### config.mk
export PLATFORM = sky130hd
export DESIGN_NAME = uart_tx_scheduler_flat
export DESIGN_NICKNAME = d
export VERILOG_FILES = /design/src/rtl/uart_tx_scheduler_pkg.sv /design/src/rtl/uart_tx_scheduler_if.sv /design/src/rtl/uart_tx_scheduler_rr_arbiter.sv /design/src/rtl/uart_tx_scheduler.sv /design/src/flat_wrapper.sv
export SDC_FILE = /design/constraint.sdc
export NUM_CORES = 1
export LEC_CHECK = 0
export CORE_MARGIN = 1.5
export CORE_UTILIZATION = 35
export DETAILED_ROUTE_END_ITERATION = 12
export PLACE_DENSITY = 0.75
export SETUP_SLACK_MARGIN = 0.05
export SLEW_MARGIN = 5
export SYNTH_ARGS = -nofsm -noshare
export SYNTH_HDL_FRONTEND = slang
export SYNTH_SLANG_ARGS = --single-unit
export TNS_END_PERCENT = 20
### constraint.sdc
create_clock -name clk -period 1.55 [get_ports clk]
set_input_delay 0.2325 -clock clk [delete_from_list [all_inputs] [get_ports clk]]
set_output_delay 0.2325 -clock clk [all_outputs]
set_load 0.005 [all_outputs]
### src/rtl/uart_tx_scheduler_pkg.sv
// Shared definitions for the UART transmit scheduler: FSM states, counter
// widths and a one-hot to index helper.
package uart_tx_scheduler_pkg;

    typedef enum logic [2:0] {
        ST_IDLE      = 3'd0,
        ST_ISSUE     = 3'd1,
        ST_WAIT_BUSY = 3'd2,
        ST_WAIT_DONE = 3'd3,
        ST_GAP       = 3'd4
    } state_t;

    localparam int GAP_CNT_W = 8;
    localparam int TMO_CNT_W = 8;

    function automatic logic [2:0] onehot_idx(input logic [7:0] oh);
        logic [2:0] idx;
        idx = 3'd0;
        for (int i = 0; i < 8; i++) begin
            idx = idx | (oh[i] ? 3'(i) : 3'd0);
        end
        return idx;
    endfunction

endpackage

### src/rtl/uart_tx_scheduler_if.sv
// Requester and transmitter handshake bundle; the scheduler is the master.
interface uart_tx_scheduler_if #(
    parameter int NUM_REQ = 4
) ();
    logic [NUM_REQ-1:0]   req;
    logic [8*NUM_REQ-1:0] req_data;
    logic [NUM_REQ-1:0]   ack;
    logic                 tx_start;
    logic [7:0]           tx_data;
    logic                 tx_busy;

    modport master (input req, req_data, tx_busy, output ack, tx_start, tx_data);
    modport slave  (output req, req_data, tx_busy, input ack, tx_start, tx_data);
endinterface

### src/rtl/uart_tx_scheduler_rr_arbiter.sv
// Round-robin selector: searches from last_grant+1 (mod NUM_REQ) upward.
module rr_arbiter
    import uart_tx_scheduler_pkg::*;
#(
    parameter int NUM_REQ = 4
) (
    input  logic [NUM_REQ-1:0] req,
    input  logic [2:0]         last_grant,
    output logic [NUM_REQ-1:0] grant,
    output logic               valid
);

    logic [NUM_REQ-1:0] grant_s;
    logic               found_s;
    logic               hit_s;

    // Walk the priority ring once; the first requesting slot wins.
    always_comb begin
        grant_s = '0;
        found_s = 1'b0;
        hit_s   = 1'b0;
        for (int k = 1; k <= NUM_REQ; k++) begin
            for (int i = 0; i < NUM_REQ; i++) begin
                hit_s      = !found_s && req[i] && (((int'(last_grant) + k) % NUM_REQ) == i);
                grant_s[i] = grant_s[i] | hit_s;
                found_s    = found_s | hit_s;
            end
        end
    end

    assign grant = grant_s;
    assign valid = found_s;

endmodule

### src/rtl/uart_tx_scheduler.sv
// Arbitrates NUM_REQ byte requesters onto a single UART transmitter, with a
// busy-rise timeout and an enforced idle gap between frames.
module uart_tx_scheduler
    import uart_tx_scheduler_pkg::*;
#(
    parameter int NUM_REQ      = 4,
    parameter int GAP_CYCLES   = 16,
    parameter int BUSY_TIMEOUT = 8
) (
    input  logic                 clk,
    input  logic                 rst_n,
    uart_tx_scheduler_if.master  bus,
    output logic                 idle,
    output logic                 err_timeout
);

    localparam logic [GAP_CNT_W-1:0] GAP_LAST =
        (GAP_CYCLES == 0) ? {GAP_CNT_W{1'b0}} : GAP_CNT_W'(GAP_CYCLES - 1);
    localparam logic [TMO_CNT_W-1:0] TMO_LAST =
        (BUSY_TIMEOUT == 0) ? {TMO_CNT_W{1'b0}} : TMO_CNT_W'(BUSY_TIMEOUT - 1);

    state_t               state_r;
    state_t               state_nxt_s;
    logic [NUM_REQ-1:0]   grant_s;
    logic                 arb_valid_s;
    logic                 grant_take_s;
    logic                 tmo_hit_s;
    logic [7:0]           data_sel_s;
    logic [NUM_REQ-1:0]   ack_r;
    logic                 tx_start_r;
    logic [7:0]           tx_data_r;
    logic [2:0]           last_grant_r;
    logic [GAP_CNT_W-1:0] gap_cnt_r;
    logic [TMO_CNT_W-1:0] tmo_cnt_r;
    logic                 err_r;

    rr_arbiter #(.NUM_REQ(NUM_REQ)) u_arb (
        .req        (bus.req),
        .last_grant (last_grant_r),
        .grant      (grant_s),
        .valid      (arb_valid_s)
    );

    // Mux the winning requester's byte.
    always_comb begin
        data_sel_s = 8'h00;
        for (int i = 0; i < NUM_REQ; i++) begin
            data_sel_s = data_sel_s | (bus.req_data[8*i +: 8] & {8{grant_s[i]}});
        end
    end

    // Next-state logic; a grant is only taken from IDLE with the line free.
    always_comb begin
        state_nxt_s  = state_r;
        grant_take_s = 1'b0;
        tmo_hit_s    = 1'b0;
        case (state_r)
            ST_IDLE: begin
                if (arb_valid_s && !bus.tx_busy) begin
                    state_nxt_s  = ST_ISSUE;
                    grant_take_s = 1'b1;
                end else begin
                    state_nxt_s = ST_IDLE;
                end
            end
            ST_ISSUE: state_nxt_s = ST_WAIT_BUSY;
            ST_WAIT_BUSY: begin
                if (bus.tx_busy) begin
                    state_nxt_s = ST_WAIT_DONE;
                end else if (tmo_cnt_r == TMO_LAST) begin
                    state_nxt_s = ST_GAP;
                    tmo_hit_s   = 1'b1;
                end else begin
                    state_nxt_s = ST_WAIT_BUSY;
                end
            end
            ST_WAIT_DONE: begin
                if (!bus.tx_busy) begin
                    state_nxt_s = ST_GAP;
                end else begin
                    state_nxt_s = ST_WAIT_DONE;
                end
            end
            ST_GAP: begin
                if (gap_cnt_r == GAP_LAST) begin
                    state_nxt_s = ST_IDLE;
                end else begin
                    state_nxt_s = ST_GAP;
                end
            end
            default: state_nxt_s = ST_IDLE;
        endcase
    end

    // State register.
    always_ff @(posedge clk or negedge rst_n) begin
        if (!rst_n) begin
            state_r <= ST_IDLE;
        end else begin
            state_r <= state_nxt_s;
        end
    end

    // Output strobes, latched byte, round-robin pointer, counters and sticky error.
    always_ff @(posedge clk or negedge rst_n) begin
        if (!rst_n) begin
            ack_r        <= '0;
            tx_start_r   <= 1'b0;
            tx_data_r    <= 8'h00;
            last_grant_r <= 3'(NUM_REQ - 1);
            gap_cnt_r    <= '0;
            tmo_cnt_r    <= '0;
            err_r        <= 1'b0;
        end else begin
            tx_start_r <= grant_take_s;
            ack_r      <= grant_take_s ? grant_s : '0;
            if (grant_take_s) begin
                tx_data_r    <= data_sel_s;
                last_grant_r <= onehot_idx(8'(grant_s));
            end
            tmo_cnt_r <= (state_r == ST_WAIT_BUSY) ? tmo_cnt_r + 8'd1 : 8'd0;
            gap_cnt_r <= (state_r == ST_GAP) ? gap_cnt_r + 8'd1 : 8'd0;
            if (tmo_hit_s) begin
                err_r <= 1'b1;
            end
        end
    end

    assign bus.ack      = ack_r;
    assign bus.tx_start = tx_start_r;
    assign bus.tx_data  = tx_data_r;
    assign idle         = (state_r == ST_IDLE) && !(|bus.req);
    assign err_timeout  = err_r;

endmodule

### src/flat_wrapper.sv
// flat-port wrapper written by rule: the top's interface ports become plain ports
module uart_tx_scheduler_flat import uart_tx_scheduler_pkg::*;
#(
    parameter int NUM_REQ      = 4,
    parameter int GAP_CYCLES   = 16,
    parameter int BUSY_TIMEOUT = 8
)
  (clk, rst_n, idle, err_timeout, bus_req, bus_req_data, bus_tx_busy, bus_ack, bus_tx_start, bus_tx_data);
  uart_tx_scheduler_if #(.NUM_REQ(NUM_REQ)) bus_i ();
  input  logic clk;
  input  logic rst_n;
  output logic idle;
  output logic err_timeout;
  input wire logic [$bits(bus_i.req)-1:0] bus_req;
  input wire logic [$bits(bus_i.req_data)-1:0] bus_req_data;
  input wire logic [$bits(bus_i.tx_busy)-1:0] bus_tx_busy;
  output wire logic [$bits(bus_i.ack)-1:0] bus_ack;
  output wire logic [$bits(bus_i.tx_start)-1:0] bus_tx_start;
  output wire logic [$bits(bus_i.tx_data)-1:0] bus_tx_data;
  assign bus_i.req = bus_req;
  assign bus_i.req_data = bus_req_data;
  assign bus_i.tx_busy = bus_tx_busy;
  assign bus_ack = bus_i.ack;
  assign bus_tx_start = bus_i.tx_start;
  assign bus_tx_data = bus_i.tx_data;
  uart_tx_scheduler #(.NUM_REQ(NUM_REQ), .GAP_CYCLES(GAP_CYCLES), .BUSY_TIMEOUT(BUSY_TIMEOUT)) u_core (.clk(clk), .rst_n(rst_n), .bus(bus_i), .idle(idle), .err_timeout(err_timeout));
endmodule
==> results.sh <==
export IMPL_run_status="finished, violations left"
export IMPL_violations="setup timing"
export IMPL_endpoint_kind="flop"
export IMPL_slew_limit_headroom_pct=66.7
export IMPL_rsz0062_at_grt="yes"
export IMPL_stdcell_area_um2=2560
export IMPL_overflow=0
export IMPL_async_flop_share_pct=100
export IMPL_p_leak_nw=1.07
export IMPL_synth_avg_cell_area_um2=10.1
export IMPL_finalPower_mw=3.45
export IMPL_antenna_found_initial=0
export IMPL_finalWirelength_um=4200
export IMPL_cts_htree_levels=2
export IMPL_clock_latency_ns=0.29
export IMPL_worst_slack_ns=-0.00662
export IMPL_crit_chain="or2_4 > or4_4 > a31oi_1 > a31oi_1"
export IMPL_core_um2=4750
export IMPL_arrival_ns=1.73
export IMPL_synth_cell_types=41
export IMPL_die_height_um=73.6
export IMPL_drc=0
export IMPL_period_share_pct=100
export IMPL_fp_dieW_um=73.6
export IMPL_use_met2_pct=26.0
export IMPL_clockBufferDepth=2
export IMPL_crit_type="reg -> reg"
export IMPL_dp_worst_setup_slack_ns=-0.565
export IMPL_reg2reg_depth=4
export IMPL_start_util_pct=36.7
export IMPL_drive_gt1_share_pct=17.0
export IMPL_grt_max_degree=36
export IMPL_num_nets_final=281
export IMPL_p_clk_share_pct=19.2
export IMPL_hold_viol_final=0
export IMPL_maxSlewViolCount=0
export IMPL_vias_per_cell=5.08
export IMPL_synth_fp_nets=214
export IMPL_die_area_um2=5420
export IMPL_cts_sinks=35
export IMPL_netSwitchingFraction_pct=35.5
export IMPL_internal_power_mw=2.22
export IMPL_tritoncts="built"
export IMPL_vias=1565
export IMPL_cts_root_buf="clkbuf_8"
export IMPL_synth_ff_latch_count=35
export IMPL_portBuffers=53
export IMPL_grt_use_met1_pct=22.1
export IMPL_postSynthCellCount=173
export IMPL_rows=25
export IMPL_fin_skew_ns=0.00480
export IMPL_dpl_cell_area_um2=2420
export IMPL_dp_hpwl_um=3030
export IMPL_wl_per_cell_um=13.6
export IMPL_grt_pass1_vias=1505
export IMPL_cp_data_required_time_ns=1.73
export IMPL_yosysSeqAreaShare_pct=50.3
export IMPL_ant_nets=0
export IMPL_hold_buffers=0
export IMPL_place_gp_congestion=0.814
export IMPL_grt_total_usage_pct=16.7
export IMPL_switchingPower_mw=1.23
export IMPL_critPathMaxFanout=6
export IMPL_crit_path_top_delay_cell="or4_4"
export IMPL_netlist_area_um2=1750
export IMPL_antennaDiodeCount=0
export IMPL_synth_area_leaders="dfrtp_1, a31oi_1, nor2_1"
export IMPL_synth_edf_count=0
export IMPL_cp_start_kind="flop"
export IMPL_peakVddDrop_mv=0.560
export IMPL_yosysTopAreaCellShare_pct=47.3
export IMPL_grt_use_met3_pct=4.66
export IMPL_fmax_ghz=0.642
export IMPL_synth_ff_type="dfrtp_1"
export IMPL_syn2layout_area_growth_pct=46.8
export IMPL_pin_count=54
export IMPL_min_path_type="in -> async"
export IMPL_worstMarginPinSlew_ns=0.499
export IMPL_drtPass1Iterations=4
export IMPL_power_density_nw_per_um2=1340
export IMPL_cts_buffers=5
export IMPL_yosysTopAreaCell="dfrtp_1"
export IMPL_min_period_ns=1.56
export IMPL_crit_path_frequent_cell="a31oi_1"
export IMPL_setup_viol=3
export IMPL_max_cap_violations=0
export IMPL_p_seq_share_pct=38.6
export IMPL_grt_pass1_wl_um=6890
export IMPL_clk_pin_slew_ns=0.08
export IMPL_busiest_layer="met2"
export IMPL_combPwrFrac_pct=42.2
export IMPL_synth_warnings=0
export IMPL_drt_initial_drc_count=105
export IMPL_slowest_delay_ns=0.51
## cells in the mapped netlist (4+ instances only)
| cell type | count |
|---|---|
| xor2_1 | 8 |
| nand3_1 | 13 |
| and3_1 | 6 |
| a21oi_1 | 4 |
| nor2b_1 | 4 |
| a32oi_1 | 8 |
| nor2_2 | 6 |
| dfrtp_1 | 33 |
| nand2_1 | 9 |
| a31oi_1 | 16 |
| nor2_1 | 23 |
## cells in the final DEF (no fill, tap or decap), types with 2 or more instances in the layout
| master | synthesis | final |
|---|---|---|
| clkdlybuf4s50_1 | 0 | 48 |
| nor2b_1 | 4 | 4 |
| dlygate4sd2_1 | 0 | 3 |
| and2_1 | 2 | 2 |
| nor2_2 | 6 | 6 |
| a21oi_1 | 4 | 4 |
| a32oi_1 | 8 | 8 |
| dfrtp_1 | 33 | 33 |
| buf_4 | 0 | 12 |
| nor2_1 | 23 | 23 |
| clkbuf_8 | 0 | 5 |
| nand3_1 | 13 | 13 |
| clkinvlp_4 | 0 | 2 |
| inv_1 | 2 | 2 |
| a31oi_1 | 16 | 16 |
| ha_1 | 2 | 2 |
| nand2_1 | 9 | 8 |
| or3_1 | 3 | 3 |
| or4_4 | 1 | 2 |
| nand2b_1 | 2 | 2 |
| xnor2_1 | 3 | 3 |
| o21ai_0 | 2 | 2 |
| xor2_1 | 8 | 8 |
| dfstp_2 | 2 | 2 |
| and3_1 | 6 | 6 |
## worst paths after layout
kind | end | slack (ns) | startpoint
max in group asynchronous | u_core.last_grant_r[1] | 0.99 | rst_n
max | u_core.bus.tx_data[3] | -0.007 | u_core.state_r[1]
max reg2reg | u_core.bus.tx_data[3] | -0.007 | u_core.state_r[1]
min | u_core.tmo_cnt_r[5] | 0.31 | rst_n
min in group clk | u_core.gap_cnt_r[0] | 0.45 | u_core.gap_cnt_r[0]
min reg2reg | u_core.gap_cnt_r[0] | 0.45 | u_core.gap_cnt_r[0]
## routing by layer
metal	share of wire, %	vias to the layer above
met5	0	-
met4	1.8	0
met3	7.0	7
met2	46	58
met1	45	731
li1	-	769
## cell families after synthesis
family	count (synthesis)	share of synthesized area, %
AO/OA/AOI/OAI	39	16.6
XOR/XNOR	11	5.52
adder cells (fa/ha/maj)	2	1.43
buffers and inverters	10	3.87
flip-flops	35	50.3
AND/OR/NAND/NOR	76	22.3
## stage by stage
| step | hold slack [ns] | cells | utilization (%) | setup TNS [ns] |
|---|---|---|---|---|
| final | 0.314 | 308 | 53.9 | -0.0122 |
| after global routing | 0.343 | 308 | 53.9 | -0.684 |
| after CTS | 0.323 | 307 | 53.4 | -0.342 |
| after detailed placement | 0.445 | 299 | 50.9 | -6.43 |
| after global placement | 0.440 | 299 | 50.9 | -5.60 |
| after floorplan | -0.0631 | 173 | - | -0.0636 |
## critical path, delay by kind of cell, from the launching register on
family | cells | cell delay, ns
simple gates | 2 | 0.77
flops | 1 | 0.38
compound gates | 2 | 0.30
## power groups by stage
stage / Clock [mW] / Sequential, mW / Combinational, mW
after floorplan: 0 / 1.31 / 0.768
after global routing: 0.707 / 1.36 / 1.61
after CTS: 0.672 / 1.32 / 1.42
after detailed placement: 0 / 1.33 / 1.37
after global placement: 0 / 1.33 / 1.36
final: 0.660 / 1.33 / 1.46
## what timing repair did
item | CTS | global route
pin swaps | 8 | 0
resized for setup | 13 | 5
gates cloned | 0 | 1
buffers inserted | 0 | 0
setup endpoints to repair | 14 | 15
## flip-flops by register name, indices dropped and copies added, names as in the netlist
| signal | cells |
|---|---|
| u_core.bus.tx_data | 8 |
| u_core.gap_cnt_r | 8 |
| u_core.tmo_cnt_r | 8 |
| u_core.bus.ack | 4 |
| u_core.state_r | 3 |
| u_core.last_grant_r | 2 |
| u_core.bus.tx_start | 1 |
| u_core.err_timeout | 1 |
## final cells by class
class / instances / area (um2)
Clock inverter: 3 / 20.0
Clock buffer: 5 / 68.8
Inverter: 3 / 23.8
Tap cell: 67 / 83.8
Timing Repair Buffer: 66 / 634
Sequential cell: 35 / 878
Fill cell: 458 / 2190
Multi-Input combinational cell: 129 / 855
(Power assumes the default switching activity.)
==> RTL change 1 (same settings) <==
Change the package constant `TMO_CNT_W` from 8 to 10.
--- a/src/rtl/uart_tx_scheduler_pkg.sv
+++ b/src/rtl/uart_tx_scheduler_pkg.sv
@@ -13,3 +13,3 @@
     localparam int GAP_CNT_W = 8;
-    localparam int TMO_CNT_W = 8;
+    localparam int TMO_CNT_W = 10;
 
Function: same outputs for any inputs over 4 cycles, from zero or initial values and one cycle with rst_n low; that may be too few to reach the edited logic, so the function may still have changed.
==> RTL change 1 against the unedited design <==
The flow still finishes with violations (negative setup slack). Design area increased by 7.9%. Sequential cell count is 2 higher. Worst setup slack worse by 100 ps. Wire length is 4.2% higher. Die area rose by 7.2%. Area after synthesis rose by 7.5%. Total power grew 7.2%.
==> RTL change 1: results (changes against the unedited design) <==
\begin{tabular}{lr}
\hline
Metric & Value \\
\hline
\multicolumn{2}{l}{\textbf{Global route}} \\
Pin count of the biggest net entering global routing & 38 (was 36) \\
First-pass GRT wire length & 7560 µm (was 6890 µm) \\
\multicolumn{2}{l}{\textbf{Worst hold path}} \\
Classification of the worst-slack hold path & register to register (was input port to asynchronous set/reset pin) \\
\multicolumn{2}{l}{\textbf{Pwr}} \\
Worst ir drop on vdd & 0.000616 V (was 0.000560 V) \\
Design internal power & 2.44 mW (was 2.22 mW) \\
Leakage power of the design & 1.20 nW (was 1.07 nW) \\
\multicolumn{2}{l}{\textbf{STA}} \\
Worst rel slew slack & 0.645 (was 0.667) \\
Setup WS post-layout & -109 ps (was -6.62 ps) \\
Setup-failing EPs final & 14 (was 3) \\
Fin Clk Skew & 4.49 ps (was 4.80 ps) \\
\multicolumn{2}{l}{\textbf{Logic synthesis}} \\
Number of distinct library cell variants in the gate-level netlist after synthesis & 38 (was 41) \\
Most common library cells after synthesis & sky130\_fd\_sc\_hd\_\_dfrtp\_1, sky130\_fd\_sc\_hd\_\_nor2\_1, sky130\_fd\_sc\_hd\_\_a31oi\_1 (unchanged) \\
Cell types with the largest area share after synthesis & sky130\_fd\_sc\_hd\_\_dfrtp\_1, sky130\_fd\_sc\_hd\_\_nor2\_1, sky130\_fd\_sc\_hd\_\_a31oi\_1, sky130\_fd\_sc\_hd\_\_and3\_1, sky130\_fd\_sc\_hd\_\_nand3\_1 (was sky130\_fd\_sc\_hd\_\_dfrtp\_1, sky130\_fd\_sc\_hd\_\_a31oi\_1, sky130\_fd\_sc\_hd\_\_nor2\_1, sky130\_fd\_sc\_hd\_\_a32oi\_1, sky130\_fd\_sc\_hd\_\_xor2\_1) \\
Main synth FF type & sky130\_fd\_sc\_hd\_\_dfrtp\_1 (unchanged) \\
\multicolumn{2}{l}{\textbf{Status}} \\
Outcome & finished, violations left (unchanged) \\
Violated checks & negative setup slack (unchanged) \\
\multicolumn{2}{l}{\textbf{Final layout}} \\
Number of nets in the layout & 308 (was 281) \\
\multicolumn{2}{l}{\textbf{Critical path}} \\
Slowest cell on the critical path & sky130\_fd\_sc\_hd\_\_dfrtp\_1 (was sky130\_fd\_sc\_hd\_\_or4\_4) \\
Number of cells traversed by the worst register-to-register path & 5 (was 4) \\
Max FO, Critical Path & 11 (was 6) \\
Data arrival time of the worst path & 1810 ps (was 1730 ps) \\
\multicolumn{2}{l}{\textbf{Placed design}} \\
Half-perimeter wire length after detailed placement & 3320 µm (was 3030 µm) \\
\multicolumn{2}{l}{\textbf{Routing}} \\
Starting DRT DRC Count & 92 (was 105) \\
Routed len/inst & 13.0 µm (was 13.6 µm) \\
Via density per instance & 5.00 (was 5.08) \\
\hline
\end{tabular}
RTL change 1: power groups by stage:
stage               combinational (mW)  clock [mW]  sequential [mW]
CTS                               1.64       0.678             1.36
finish                            1.68       0.655             1.36
global route                      1.85       0.725             1.38
floorplan                        0.827           0             1.35
global placement                  1.51           0             1.37
detailed placement                1.53           0             1.38
RTL change 1: metrics by stage:
step,setup TNS [ps],hold WS (ps),cells,setup WS (ps)
after global routing,-1460,463,337,-168
after global placement,-5490,295,328,-437
after detailed placement,-6000,302,328,-454
after floorplan,-522,-63.1,194,-98.5
after CTS,-800,454,337,-84.3
final,-789,451,337,-109
RTL change 1: area by class of cell:
cell class | count | area [µm²]
Fill cell | 474 | 2370
Multi-Input combinational cell | 145 | 941
Timing Repair Buffer | 75 | 699
Clock buffer | 7 | 86.3
Tap cell | 70 | 87.6
Inverter | 3 | 23.8
Sequential cell | 37 | 928
RTL change 1: worst reg2reg max path: cells and delay by family, from the launching register on:
family	cells	cell delay [ps]
and+or+nand+nor	2	720
DFF	1	390
AOI/OAI and AO/OA	2	260
buffers and inverters	1	160
RTL change 1: timing repair:
| action | in CTS | in global routing |
|---|---|---|
| cloned | 0 | 0 |
| endpoints found under the hold margin | 35 | 0 |
| pin swaps | 6 | 3 |
| gates resized for setup | 15 | 8 |
| setup buffers | 1 | 0 |
| setup endpoints to repair | 17 | 17 |
| hold buffers | 1 | 0 |
RTL change 1: kinds of logic after synthesis:
| family | Yosys count | share of synthesized area |
|---|---|---|
| simple gates | 89 | 0.237 |
| compound gates | 40 | 0.148 |
| flops | 37 | 0.494 |
| xor+xnor | 13 | 0.0606 |
| buf+inv | 12 | 0.0413 |
| fa+ha+maj | 2 | 0.0133 |
| mux | 1 | 0.00533 |
RTL change 1: worst max-delay path by stage:
stage / startpoint / endpoint / slack (ps)
2_1_floorplan: u_core.state_r[0]$_DFF_PN0_ / u_core.bus.tx_data[2]$_DFFE_PN0N_ / -100
3_3_place_gp: bus_req[2] / idle / -440
3_5_place_dp: bus_req[3] / idle / -450
4_1_cts: u_core.state_r[1]$_DFF_PN0_ / u_core.bus.tx_data[6]$_DFFE_PN0N_ / -80
5_1_grt: u_core.state_r[1]$_DFF_PN0_ / u_core.bus.tx_data[5]$_DFFE_PN0N_ / -170
6_report: u_core.state_r[1]$_DFF_PN0_ / u_core.bus.tx_data[5]$_DFFE_PN0N_ / -110
RTL change 1: per-layer routing:
| layer | global-route usage | vias to the layer above | wire length, µm |
|---|---|---|---|
| met4 | 0.0593 | 0 | 58 |
| met1 | 0.193 | 773 | 1890 |
| met5 | 0 | - | 0 |
| li1 | - | 841 | - |
| met3 | 0.0419 | 6 | 279 |
| met2 | 0.270 | 66 | 2150 |
==> RTL change 2 (same flow settings) <==
Without the edit above. Re-encode `state_t` (5 states) as one-hot, 5 bits wide.
--- a/src/rtl/uart_tx_scheduler_pkg.sv
+++ b/src/rtl/uart_tx_scheduler_pkg.sv
@@ -4,8 +4,8 @@
 
-    typedef enum logic [2:0] {
-        ST_IDLE      = 3'd0,
-        ST_ISSUE     = 3'd1,
-        ST_WAIT_BUSY = 3'd2,
-        ST_WAIT_DONE = 3'd3,
-        ST_GAP       = 3'd4
+    typedef enum logic [4:0] {
+        ST_IDLE      = 5'b00001,
+        ST_ISSUE     = 5'b00010,
+        ST_WAIT_BUSY = 5'b00100,
+        ST_WAIT_DONE = 5'b01000,
+        ST_GAP       = 5'b10000
     } state_t;
Behaviour: no difference found for any inputs over 4 cycles, from zero or initial values and one cycle with rst_n low; so few cycles prove little.
==> RTL change 2 against the unedited design <==
The run still ends with negative setup slack left. Sequential cell count grew 2. Worst setup slack lost 55 ps. Combinational power grew 23%. Largest cell class is now multi-input gates. Worst hold slack gained 120 ps. Largest power group unchanged. Total power grew 17%. Wire length grew 29%. Design area grew 17%. Critical path depth grew 3. Area after synthesis grew 11%. Synthesized cell count grew 13%.
==> RTL change 2: results (changes against the unedited design) <==
\begin{tabular}{lr}
\hline
Metric & Value \\
\hline
\multicolumn{2}{l}{\textbf{Placed design}} \\
Placed Cells & 347 (was 299) \\
Half-perimeter wire length after detailed placement & 3880 µm (was 3030 µm) \\
\multicolumn{2}{l}{\textbf{Final layout}} \\
Count of multi-input combinational gates & 149 (was 129) \\
Share of the final layout cell area in multi-input gates & 0.339 (was 0.333) \\
Count of clock buffers in the final design & 6 (was 5) \\
Footprint of the flip-flops and latches & 930 µm² (was 878 µm²) \\
Filler cell count & 470 (was 458) \\
Share of final layout cell area taken by clock buffers and inverters & 0.0400 (was 0.0347) \\
Signal buf overhead & 0.278 (was 0.247) \\
\multicolumn{2}{l}{\textbf{Logic synthesis}} \\
Avg Inst Size Synth & 9.95 µm² (was 10.1 µm²) \\
Arithmetic-cell share of the synthesized area counting full adders, half adders and majority gates & 0.0129 (was 0.0143) \\
Area share of xor/xnor cells in the synthesized design & 0.0496 (was 0.0552) \\
Synthesized-area fraction occupied by ao, oa, aoi and oai cells & 0.162 (was 0.166) \\
\multicolumn{2}{l}{\textbf{Global route}} \\
GRT Resource Usage Total & 0.192 (was 0.167) \\
\multicolumn{2}{l}{\textbf{STA}} \\
Sum Neg Setup Slack & -462 ps (was -12.2 ps) \\
Setup WS post-layout & -61.4 ps (was -6.62 ps) \\
Setup-failing EPs final & 12 (was 3) \\
Post-Route Hold Slack & 435 ps (was 314 ps) \\
\multicolumn{2}{l}{\textbf{Critical path}} \\
Reg2reg end & u\_core.bus.tx\_data[5]\$\_DFFE\_PN0N\_ (was u\_core.bus.tx\_data[3]\$\_DFFE\_PN0N\_) \\
CP peak stage delay & 560 ps (was 510 ps) \\
Max FO, Critical Path & 13 (was 6) \\
Source of the worst register-to-register timing path & u\_core.state\_r[4]\$\_DFF\_PN0\_ (was u\_core.state\_r[1]\$\_DFF\_PN0\_) \\
\multicolumn{2}{l}{\textbf{Status}} \\
Violated checks & negative setup slack (unchanged) \\
Outcome & finished, violations left (unchanged) \\
\multicolumn{2}{l}{\textbf{Clocking}} \\
Number of buffers added to fix hold violations after cts & 1 (was 0) \\
Number of buffers inserted by post-CTS setup repair & 2 (was 0) \\
\multicolumn{2}{l}{\textbf{Routing}} \\
Via density per instance & 5.32 (was 5.08) \\
\multicolumn{2}{l}{\textbf{Pwr}} \\
Worst ir drop on vdd & 0.000815 V (was 0.000560 V) \\
\multicolumn{2}{l}{\textbf{Floorplanning}} \\
Die Footprint & 0.00600 mm² (was 0.00542 mm²) \\
\hline
\end{tabular}
## RTL change 2: power by group
| part | switching (mW) | internal, mW |
|---|---|---|
| clock | 0.356 | 0.523 |
| sequential | 0.169 | 1.19 |
| combinational | 0.831 | 0.960 |
| total | 1.36 | 2.67 |
## RTL change 2: how the worst max path moves through the flow
stage / start / endpoint / cells past startpoint
floorplan: u_core.tmo_cnt_r[0]$_DFF_PN0_ / u_core.state_r[2]$_DFF_PN0_ / 5
global placement: bus_req[2] / idle / 4
detailed placement: bus_req[2] / idle / 4
CTS: bus_req[0] / u_core.bus.tx_data[3]$_DFFE_PN0N_ / 7
global route: u_core.state_r[4]$_DFF_PN0_ / u_core.bus.tx_data[5]$_DFFE_PN0N_ / 6
finish: bus_req[0] / u_core.bus.tx_data[1]$_DFFE_PN0N_ / 7
## RTL change 2: per-layer routing
metal  global-route usage  wire length (µm)  vias up
li1                     -                 -      913
met1                0.207              2110      898
met2                0.339              2750       89
met3               0.0682               409       15
met4               0.0818               168        0
met5                    0                 0        -
